==> config.mk <==
export PLATFORM = sky130hd
export DESIGN_NAME = rx_bit_timer
export DESIGN_NICKNAME = d
export VERILOG_FILES = /design/src/rtl/rx_bit_timer.sv
export SDC_FILE = /design/constraint.sdc
export NUM_CORES = 1
export LEC_CHECK = 0
export BUFFER_PORTS_ARGS = -buffer_cell sky130_fd_sc_hd__buf_2
export CAP_MARGIN = 40
export CORE_UTILIZATION = 30
export DETAILED_ROUTE_END_ITERATION = 16
export GPL_TIMING_DRIVEN = 0
export PLACE_DENSITY = 0.54
export SLEW_MARGIN = 5
export SYNTH_ARGS = -nofsm -noshare
export SYNTH_HDL_FRONTEND = slang
export SYNTH_SLANG_ARGS = --single-unit
==> constraint.sdc <==
create_clock -name clk -period 4.7 [get_ports clk]
set_input_delay 0.235 -clock clk [delete_from_list [all_inputs] [get_ports clk]]
set_output_delay 0.235 -clock clk [all_outputs]
set_load 0.05 [all_outputs]
==> src/rtl/rx_bit_timer.sv <==
// USB receive bit timer: phase counter resynced on every D+ edge, strobes samples and counts bits into bytes.
// Latency: shift_enable decoded from registers at phase SAMPLE_PT; byte_received one cycle after the last sample.
// Backpressure: none, the strobes are free-running while enabled; optional stuffed-bit skip via RX_STUFF_SKIP_EN.
module rx_bit_timer #(
  parameter int CLKS_PER_BIT  = 8,
  parameter int SAMPLE_PT     = 3,
  parameter int BITS_PER_BYTE = 8
) (
  input  logic       clk,
  input  logic       n_rst,
  input  logic       enable_timer,
  input  logic       d_edge,
  output logic       shift_enable,
  output logic       byte_received,
  output logic [3:0] bit_count,
  output logic       timer_active
);

  localparam int PW = $clog2(CLKS_PER_BIT);

  localparam logic [PW-1:0] PH_ZERO   = '0;
  localparam logic [PW-1:0] PH_ONE    = PW'(1);
  localparam logic [PW-1:0] PH_LAST   = PW'(CLKS_PER_BIT - 1);
  localparam logic [PW-1:0] PH_SAMPLE = PW'(SAMPLE_PT);
  localparam logic [3:0]    BC_LAST   = 4'(BITS_PER_BYTE - 1);

  generate
    if (CLKS_PER_BIT < 4 || CLKS_PER_BIT > 16) begin : g_bad_clks
      $error("rx_bit_timer: CLKS_PER_BIT out of range 4..16");
    end
    if (SAMPLE_PT <= 0 || SAMPLE_PT >= CLKS_PER_BIT) begin : g_bad_sample
      $error("rx_bit_timer: SAMPLE_PT must lie strictly inside the bit period");
    end
    if (BITS_PER_BYTE < 1 || BITS_PER_BYTE > 15) begin : g_bad_bits
      $error("rx_bit_timer: BITS_PER_BYTE out of range 1..15");
    end
  endgenerate

  typedef enum logic [1:0] {
    IDLE  = 2'd0,
    ARMED = 2'd1,
    RUN   = 2'd2
  } state_t;

  state_t        state_q, state_d;
  logic [PW-1:0] phase_q, phase_d;
  logic [3:0]    bit_cnt_q, bit_cnt_d;
  logic          byte_q, byte_d;
  logic          sample_pt;
  logic          skip;
  logic          clear;

  // Dropping enable wins over everything, including a byte completing this cycle.
  assign clear = !enable_timer || (state_q == IDLE);

  always_ff @(posedge clk or negedge n_rst) begin
    if (!n_rst) begin
      state_q <= IDLE;
    end else begin
      state_q <= state_d;
    end
  end

  always_comb begin
    state_d = state_q;
    case (state_q)
      IDLE: begin
        if (enable_timer) state_d = ARMED;
      end
      ARMED: begin
        if (!enable_timer)  state_d = IDLE;
        else if (d_edge)    state_d = RUN;
      end
      RUN: begin
        if (!enable_timer)  state_d = IDLE;
      end
      default: state_d = IDLE;
    endcase
  end

  always_comb begin
    sample_pt     = (state_q == RUN) && (phase_q == PH_SAMPLE);
    shift_enable  = sample_pt && !skip;
    timer_active  = (state_q == RUN);
    byte_received = byte_q;
    bit_count     = bit_cnt_q;
  end

  always_comb begin
    phase_d   = phase_q;
    bit_cnt_d = bit_cnt_q;
    byte_d    = 1'b0;
    if (clear) begin
      phase_d   = PH_ZERO;
      bit_cnt_d = '0;
    end else if (state_q == ARMED) begin
      // The entering edge cycle counts as phase 0.
      phase_d = d_edge ? PH_ONE : PH_ZERO;
    end else begin
      if (d_edge)                  phase_d = PH_ONE;
      else if (phase_q == PH_LAST) phase_d = PH_ZERO;
      else                         phase_d = phase_q + PH_ONE;
      if (shift_enable) begin
        if (bit_cnt_q == BC_LAST) begin
          bit_cnt_d = '0;
          byte_d    = 1'b1;
        end else begin
          bit_cnt_d = bit_cnt_q + 4'd1;
        end
      end
    end
  end

  always_ff @(posedge clk or negedge n_rst) begin
    if (!n_rst) begin
      phase_q   <= PH_ZERO;
      bit_cnt_q <= '0;
      byte_q    <= 1'b0;
    end else begin
      phase_q   <= phase_d;
      bit_cnt_q <= bit_cnt_d;
      byte_q    <= byte_d;
    end
  end

`ifdef RX_STUFF_SKIP_EN
  logic       edge_seen_q, edge_seen_d;
  logic [2:0] ones_q, ones_d;
  logic       bit_val;

  // A bit with no transition inside its period is a 1 (NRZI); six in a row means the next is stuffed.
  always_comb begin
    bit_val     = !(edge_seen_q || d_edge);
    skip        = sample_pt && (ones_q == 3'd6);
    edge_seen_d = edge_seen_q;
    ones_d      = ones_q;
    if (clear) begin
      edge_seen_d = 1'b0;
      ones_d      = 3'd0;
    end else if (sample_pt) begin
      edge_seen_d = 1'b0;
      if (skip)         ones_d = 3'd0;
      else if (bit_val) ones_d = ones_q + 3'd1;
      else              ones_d = 3'd0;
    end else if (d_edge) begin
      edge_seen_d = 1'b1;
    end
  end

  always_ff @(posedge clk or negedge n_rst) begin
    if (!n_rst) begin
      edge_seen_q <= 1'b0;
      ones_q      <= 3'd0;
    end else begin
      edge_seen_q <= edge_seen_d;
      ones_q      <= ones_d;
    end
  end
`else
  assign skip = 1'b0;
`endif

endmodule

==> results of run 1 <==
## worst max path at each step
stage,start,end,cells after the start
after floorplan,bit_count[0]$_DFFE_PN0P_,bit_count[3]$_DFFE_PN0P_,4
after global placement,phase_q[0]$_DFF_PN0_,bit_count[3]$_DFFE_PN0P_,5
after detailed placement,phase_q[0]$_DFF_PN0_,bit_count[3]$_DFFE_PN0P_,5
after CTS,phase_q[0]$_DFF_PN0_,shift_enable,5
after global routing,phase_q[0]$_DFF_PN0_,shift_enable,5
final,phase_q[0]$_DFF_PN0_,shift_enable,5
## area by class of cell
class,count,share of cell area
sequential,10,0.418
timing repair buffer,11,0.100
inverter,3,0.0188
tap,16,0.0335
multi-input combinational,32,0.368
clock buffer,4,0.0607
## cell usage in the layout (no fill, tap or decap), types with 3 or more instances in the layout
master	count
sky130_fd_sc_hd__buf_2	10
sky130_fd_sc_hd__inv_1	3
sky130_fd_sc_hd__o21ai_0	3
sky130_fd_sc_hd__nor2_1	4
sky130_fd_sc_hd__clkbuf_4	3
sky130_fd_sc_hd__dfrtp_1	10
sky130_fd_sc_hd__a21oi_1	3
sky130_fd_sc_hd__nand2_1	5
sky130_fd_sc_hd__ha_1	4
## worst max-delay path, cell delays in order (launching register included)
cell and delay, ps:
sky130_fd_sc_hd__dfrtp_1 380, sky130_fd_sc_hd__ha_1 220, sky130_fd_sc_hd__ha_1 220, sky130_fd_sc_hd__nand3b_2 140, sky130_fd_sc_hd__inv_1 80, sky130_fd_sc_hd__buf_2 210
## registers in the layout, indices dropped and copies added, names as in the netlist
| signal | count |
|---|---|
| byte_received | 1 |
| state_q | 2 |
| bit_count | 4 |
| phase_q | 3 |
## repair_timing
action,CTS,global route
endpoints found under the setup margin,0,0
hold endpoints to repair,10,0
hold buffers,1,0
## report_power, final
part / switching (µW) / internal (µW)
combinational: 6.71 / 4.96
sequential: 2.31 / 88.0
clock: 29.7 / 47.0
## routing by layer
layer / GRT usage / part of all wire / up-vias
met5: 0 / 0 / -
met4: 0.113 / 0.044 / 0
met3: 0.0388 / 0.023 / 4
met2: 0.178 / 0.48 / 5
met1: 0.152 / 0.45 / 176
li1: - / - / 188
## stage by stage
stage / std cells / hold slack, ps / setup slack, ps
floorplan: 45 / -60.6 / 3120
global placement: 71 / 109 / 3120
detailed placement: 71 / 106 / 3110
CTS: 76 / 237 / 2940
global route: 76 / 247 / 2840
finish: 76 / 239 / 2950
## cells by family (layout without fill, tap and decap cells)
kind of cell / after synthesis / count (layout) / synth area share
buf+inv: 3 / 18 / 0.0234
compound gates: 9 / 9 / 0.109
xor+xnor: 1 / 1 / 0.0182
fa+ha+maj: 4 / 4 / 0.104
flops: 10 / 10 / 0.519
simple gates: 18 / 18 / 0.226
==> qor_table.md, run 1 <==
| Parameter | Reported | Unit |
|:---|:---|:---|
| Sum of overflow across all layers after global routing | 0 | - |
| Area after detailed placement | 552 | µm² |
| Full die area | 1770 | µm² |
| Relative max-transition margin | 0.686 | - |
| Req. time, crit path | 4470 | ps |
| Initial Utilization | 0.320 | - |
| Highest achievable clock rate | 0.572 | GHz |
| Total of cells resized after clock tree synthesis | 0 | - |
| Count of cells along the worst register-to-register path | 5 | - |
| H-Tree Depth | 1 | - |
| Net count reported at finish | 69 | - |
| Global-route usage over all layers | 0.126 | - |
| Synthesis-to-finish area growth | 24.2 | % |
| Number of iterations in the first detailed-routing pass | 4 | - |
| Total power consumption of the routed design | 179 | µW |
| Count of antenna-violating nets left after detailed routing | 0 | - |
| Synth Area per Inst | 10.7 | µm² |
| IR Drop Worst-Case VDD | 141 | µV |
| Number of buffers added for setup after CTS | 0 | - |
| Number of global-route vias before repair | 384 | - |
| Via density | 4.91 | - |
| Number of cells produced by synthesis | 45 | - |
| Placement row count | 14 | - |
| Clock tree from TritonCTS | done | - |
| Number of antenna violations at the first check in global routing | 0 | - |
| Worst min-delay path startpoint | enable_timer | - |
| Die H | 42.1 | µm |
| Fin crit period | 1750 | ps |
| Worst setup path category | reg2out | - |
| Part of the Yosys area used for sequential elements | 0.519 | - |
| Synth area leader | sky130_fd_sc_hd__dfrtp_1 | - |
| Detail-routed net length per standard cell | 11.3 | µm |
| DRC violations left | 0 | - |
| Number of port buffers | 10 | - |
| Setup Viol. Count Final | 0 | - |
| Slew at the pin closest to its max-slew limit | 467 | ps |
| CTS Buf Count | 3 | - |
| Sum of net half-perimeters after detailed placement | 649 | µm |
| R2R Path End | bit_count[3]$_DFFE_PN0P_ | - |
| Pwr per Cell Area | 299 | nW/µm² |
| Clock latency on the worst-skew pair | 260 | ps |
| DRT Wirelength | 861 | µm |
| Leakage dissipation | 0.000305 | µW |
| Top area cells in the synthesized netlist | sky130_fd_sc_hd__dfrtp_1, sky130_fd_sc_hd__ha_1, sky130_fd_sc_hd__nand2_1, sky130_fd_sc_hd__a21oi_1, sky130_fd_sc_hd__o21ai_0 | - |
| Primary flip-flop cell chosen by synthesis mapping | sky130_fd_sc_hd__dfrtp_1 | - |
| Clock Sinks | 10 | - |
| Post-route fraction of the period consumed by the critical path | 0.372 | - |
| WP data arrival | 1510 | ps |
| Ant. Diodes | 0 | - |
| Setup clock skew after layout | 4.22 | ps |
| Synthesized Nets | 53 | - |
| Number of DRC markers in iteration 0 | 2 | - |
| Number of different library cells in the post-synthesis netlist | 20 | - |
| Outcome | finished clean | - |
| Cell Area, Synth | 482 | µm² |
| Count leader, synth | sky130_fd_sc_hd__dfrtp_1 | - |
| Total Negative Setup Slacks | 0 | ps |
| Hold Crit Class | in2reg | - |
| Warning count from the yosys run | 0 | - |
| Number of inserted filler cells in the final layout | 160 | - |
| Critical register-to-register path startpoint | phase_q[0]$_DFF_PN0_ | - |
| End of the worst hold path | state_q[1]$_DFFE_PN0P_ | - |
| Clock-pin slew on the worst setup and hold paths | 70 | ps |
| Final Max Slew Viols | 0 | - |
| Core Footprint | 1510 | µm² |
| Crit path capture type | output port | - |
| Clock Tree Buf Depth | 2 | - |
| Sort of element at the start of the critical path | register | - |
| Fraction of final layout cells sized beyond drive strength 1 | 0.267 | - |
| Number of instances on the worst hold path | 2 | - |
| Share of the synthesized area in the top cell type | 0.519 | - |
| R2R Setup Slk | 3100 | ps |
| Root Buffer | sky130_fd_sc_hd__clkbuf_4 | - |
| Peak fanout along the critical path | 6 | - |
| Largest net degree at the start of global routing | 11 | - |
| Die X-Extent | 42.1 | µm |
| Final core occ | 0.397 | - |
| Number of synthesized flops with an enable pin | 0 | - |
| Global placement routability congestion | 0.687 | - |
| Final hold violation count | 0 | - |
| Footprint of the multi-input gates | 220 | µm² |
| Routed vias | 373 | - |
| Fraction of registers with async set/reset | 1.00 | - |
| Max-cap violation count | 0 | - |
| Design area | 598 | µm² |
| Boundary pin count | 11 | - |
| Area used by sequential logic in the layout | 250 | µm² |
| Number of synthesized register bits | 10 | - |
| Global-route wire length before repair | 1590 | µm |
| Setup repair after global routing missed its margin | no | - |
| Cell types with the highest counts after synthesis | sky130_fd_sc_hd__dfrtp_1, sky130_fd_sc_hd__nand2_1, sky130_fd_sc_hd__ha_1, sky130_fd_sc_hd__nor2_1 | - |
No activity file was read; power rests on OpenSTA's default activity.
==> run 2, diff against run 1 <==
==> constraint.sdc (replaced) <==
create_clock -name clk -period 1.64 [get_ports clk]
set_input_delay 0.082 -clock clk [delete_from_list [all_inputs] [get_ports clk]]
set_output_delay 0.082 -clock clk [all_outputs]
set_load 0.05 [all_outputs]
==> run 2 against run 1 <==
Effect of this change:
- setup slack lost 2900 ps
- critical path depth unchanged
- combinational power increased to 3.0 times the previous value
- register-to-register slack got worse by 3000 ps
- die area unchanged
- non-clock buffer count did not move
- total power increased to 2.9 times the previous value
- final cell count unchanged
- highest routed layer unchanged
==> qor_table.md, run 2 (synthesis gave the netlist of run 1 again) <==
| Parameter | Reported | Unit |
|:---|:---|:---|
| Count of antenna-violating nets left after detailed routing | 0 | - |
| Count of cells along the worst register-to-register path | 5 | - |
| Die H | 42.1 | µm |
| Global placement routability congestion | 0.687 | - |
| Worst hold-check slack | 82.7 | ps |
| Global-route usage over all layers | 0.126 | - |
| Routed vias | 375 | - |
| Slew at the pin closest to its max-slew limit | 526 | ps |
| Critical register-to-register path startpoint | phase_q[0]$_DFF_PN0_ | - |
| End of the worst hold path | state_q[1]$_DFFE_PN0P_ | - |
| Clock tree from TritonCTS | done | - |
| Largest register FFs | 4 | - |
| Req. time, crit path | 1830 | ps |
| Via density | 4.93 | - |
| Core Footprint | 1510 | µm² |
| Max-cap violation count | 0 | - |
| Post-route fraction of the period consumed by the critical path | 0.941 | - |
| Highest achievable clock rate | 0.648 | GHz |
| Number of iterations in the first detailed-routing pass | 3 | - |
| Initial Utilization | 0.320 | - |
| Number of instances on the worst hold path | 2 | - |
| Logic pwr share | 0.067 | - |
| Net count reported at finish | 69 | - |
| Clock Sinks | 10 | - |
| Number of port buffers | 10 | - |
| Die X-Extent | 42.1 | µm |
| Setup clock skew after layout | 3.84 | ps |
| Clock power share | 0.430 | - |
| Peak fanout along the critical path | 6 | - |
| Footprint of the multi-input gates | 248 | µm² |
| Ant. Diodes | 0 | - |
| Pwr per Cell Area | 825 | nW/µm² |
| Clock-pin slew on the worst setup and hold paths | 70 | ps |
| Worst min-delay path startpoint | enable_timer | - |
| Number of DRC markers in iteration 0 | 6 | - |
| Power Internal | 402 | µW |
| R2R Path End | bit_count[3]$_DFFE_PN0P_ | - |
| Worst setup path category | reg2reg | - |
| WP data arrival | 1740 | ps |
| Part of the total power dissipated in sequential elements | 0.503 | - |
| Boundary pin count | 11 | - |
| Psw | 114 | µW |
| Number of antenna violations at the first check in global routing | 0 | - |
| Setup repair after global routing missed its margin | no | - |
| Clock Tree Buf Depth | 2 | - |
| Full die area | 1770 | µm² |
| Sort of element at the start of the critical path | register | - |
| Switching Share | 0.221 | - |
| CTS Buf Count | 3 | - |
| Non-filler instance count after layout | 76 | - |
| Sum of overflow across all layers after global routing | 0 | - |
| Fraction of final layout cells sized beyond drive strength 1 | 0.317 | - |
| H-Tree Depth | 1 | - |
| Root Buffer | sky130_fd_sc_hd__clkbuf_4 | - |
| Fin crit period | 1540 | ps |
| R2R Setup Slk | 100 | ps |
| Largest net degree at the start of global routing | 11 | - |
| Number of global-route vias before repair | 384 | - |
| Clock latency on the worst-skew pair | 270 | ps |
| Outcome | finished clean | - |
| Detail-routed net length per standard cell | 11.7 | µm |
| Crit path capture type | register | - |
| IR Drop Worst-Case VDD | 407 | µV |
| Hold Crit Class | in2reg | - |
| Commonest cells after routing, fill and taps aside | sky130_fd_sc_hd__dfrtp_1, sky130_fd_sc_hd__buf_2, sky130_fd_sc_hd__nand2_1 | - |
| Number of buffers added for setup after CTS | 0 | - |
| Number of inserted filler cells in the final layout | 161 | - |
| Global-route wire length before repair | 1590 | µm |
| Final hold violation count | 0 | - |
| Total Negative Setup Slacks | 0 | ps |
| Total instance count after detailed placement | 71 | - |
| DRT Wirelength | 888 | µm |
| DRC violations left | 0 | - |
| Area used by sequential logic in the layout | 250 | µm² |
| Placement row count | 14 | - |
| Synthesis-to-finish area growth | 29.9 | % |
| Leakage dissipation | 0.000330 | µW |
| Final Max Slew Viols | 0 | - |
| Setup Viol. Count Final | 0 | - |
| Sum of net half-perimeters after detailed placement | 649 | µm |
| Relative max-transition margin | 0.645 | - |
run 2: cell counts in the layout (fill, tap and decap cells not counted):
Identical to the previous run, type by type.
run 2: area by class of cell:
type	count	share of cell area
tap	16	0.0320
clock buffer	4	0.0580
inverter	3	0.0180
sequential	10	0.400
multi-input combinational	32	0.396
timing repair buffer	11	0.0960
run 2: worst max-delay path by stage:
stage / depth (start not counted) / start / end / slack, ps
4_1_cts: 5 / phase_q[0]$_DFF_PN0_ / bit_count[3]$_DFFE_PN0P_ / 20
6_report: 5 / phase_q[0]$_DFF_PN0_ / bit_count[3]$_DFFE_PN0P_ / 100
2_1_floorplan: 4 / bit_count[0]$_DFFE_PN0P_ / bit_count[3]$_DFFE_PN0P_ / 60
5_1_grt: 5 / phase_q[0]$_DFF_PN0_ / bit_count[3]$_DFFE_PN0P_ / 4
3_5_place_dp: 5 / phase_q[0]$_DFF_PN0_ / bit_count[3]$_DFFE_PN0P_ / 50
3_3_place_gp: 5 / phase_q[0]$_DFF_PN0_ / bit_count[3]$_DFFE_PN0P_ / 60
run 2: power groups by stage:
stage	clock, µW	combinational (µW)	sequential, µW
2_1_floorplan	0	18.9	262
3_3_place_gp	0	32.6	263
3_5_place_dp	0	32.6	263
4_1_cts	229	34.5	258
5_1_grt	241	39.3	261
6_report	222	34.7	259
run 2: metrics by stage:
stage          utilization  cell area (µm²)  setup WS, ps  total power [µW]
2_1_floorplan            -              482          61.5               281
3_3_place_gp         0.366              552          60.2               296
3_5_place_dp         0.366              552          46.7               296
4_1_cts              0.397              598          23.1               522
5_1_grt              0.415              626          3.87               541
6_report             0.415              626          96.0               516
run 2: per-layer routing:
| metal | global-route usage | up-vias | part of all wire |
|---|---|---|---|
| met1 | 0.152 | 178 | 0.45 |
| met3 | 0.0388 | 4 | 0.023 |
| met5 | 0 | - | 0 |
| met4 | 0.113 | 0 | 0.043 |
| met2 | 0.178 | 5 | 0.49 |
| li1 | - | 188 | - |
run 2: worst max-delay path: stages (launching register included):
cell                       delay [ps]
sky130_fd_sc_hd__dfrtp_1          350
sky130_fd_sc_hd__ha_2             210
sky130_fd_sc_hd__ha_4             150
sky130_fd_sc_hd__nand3b_4         100
sky130_fd_sc_hd__or4b_1           530
sky130_fd_sc_hd__a21oi_2          130
run 2: repair_timing:
item,CTS,global route
hold buffers,1,0
hold endpoints to repair,10,0
setup endpoints to repair,0,2
gates resized for setup,0,5
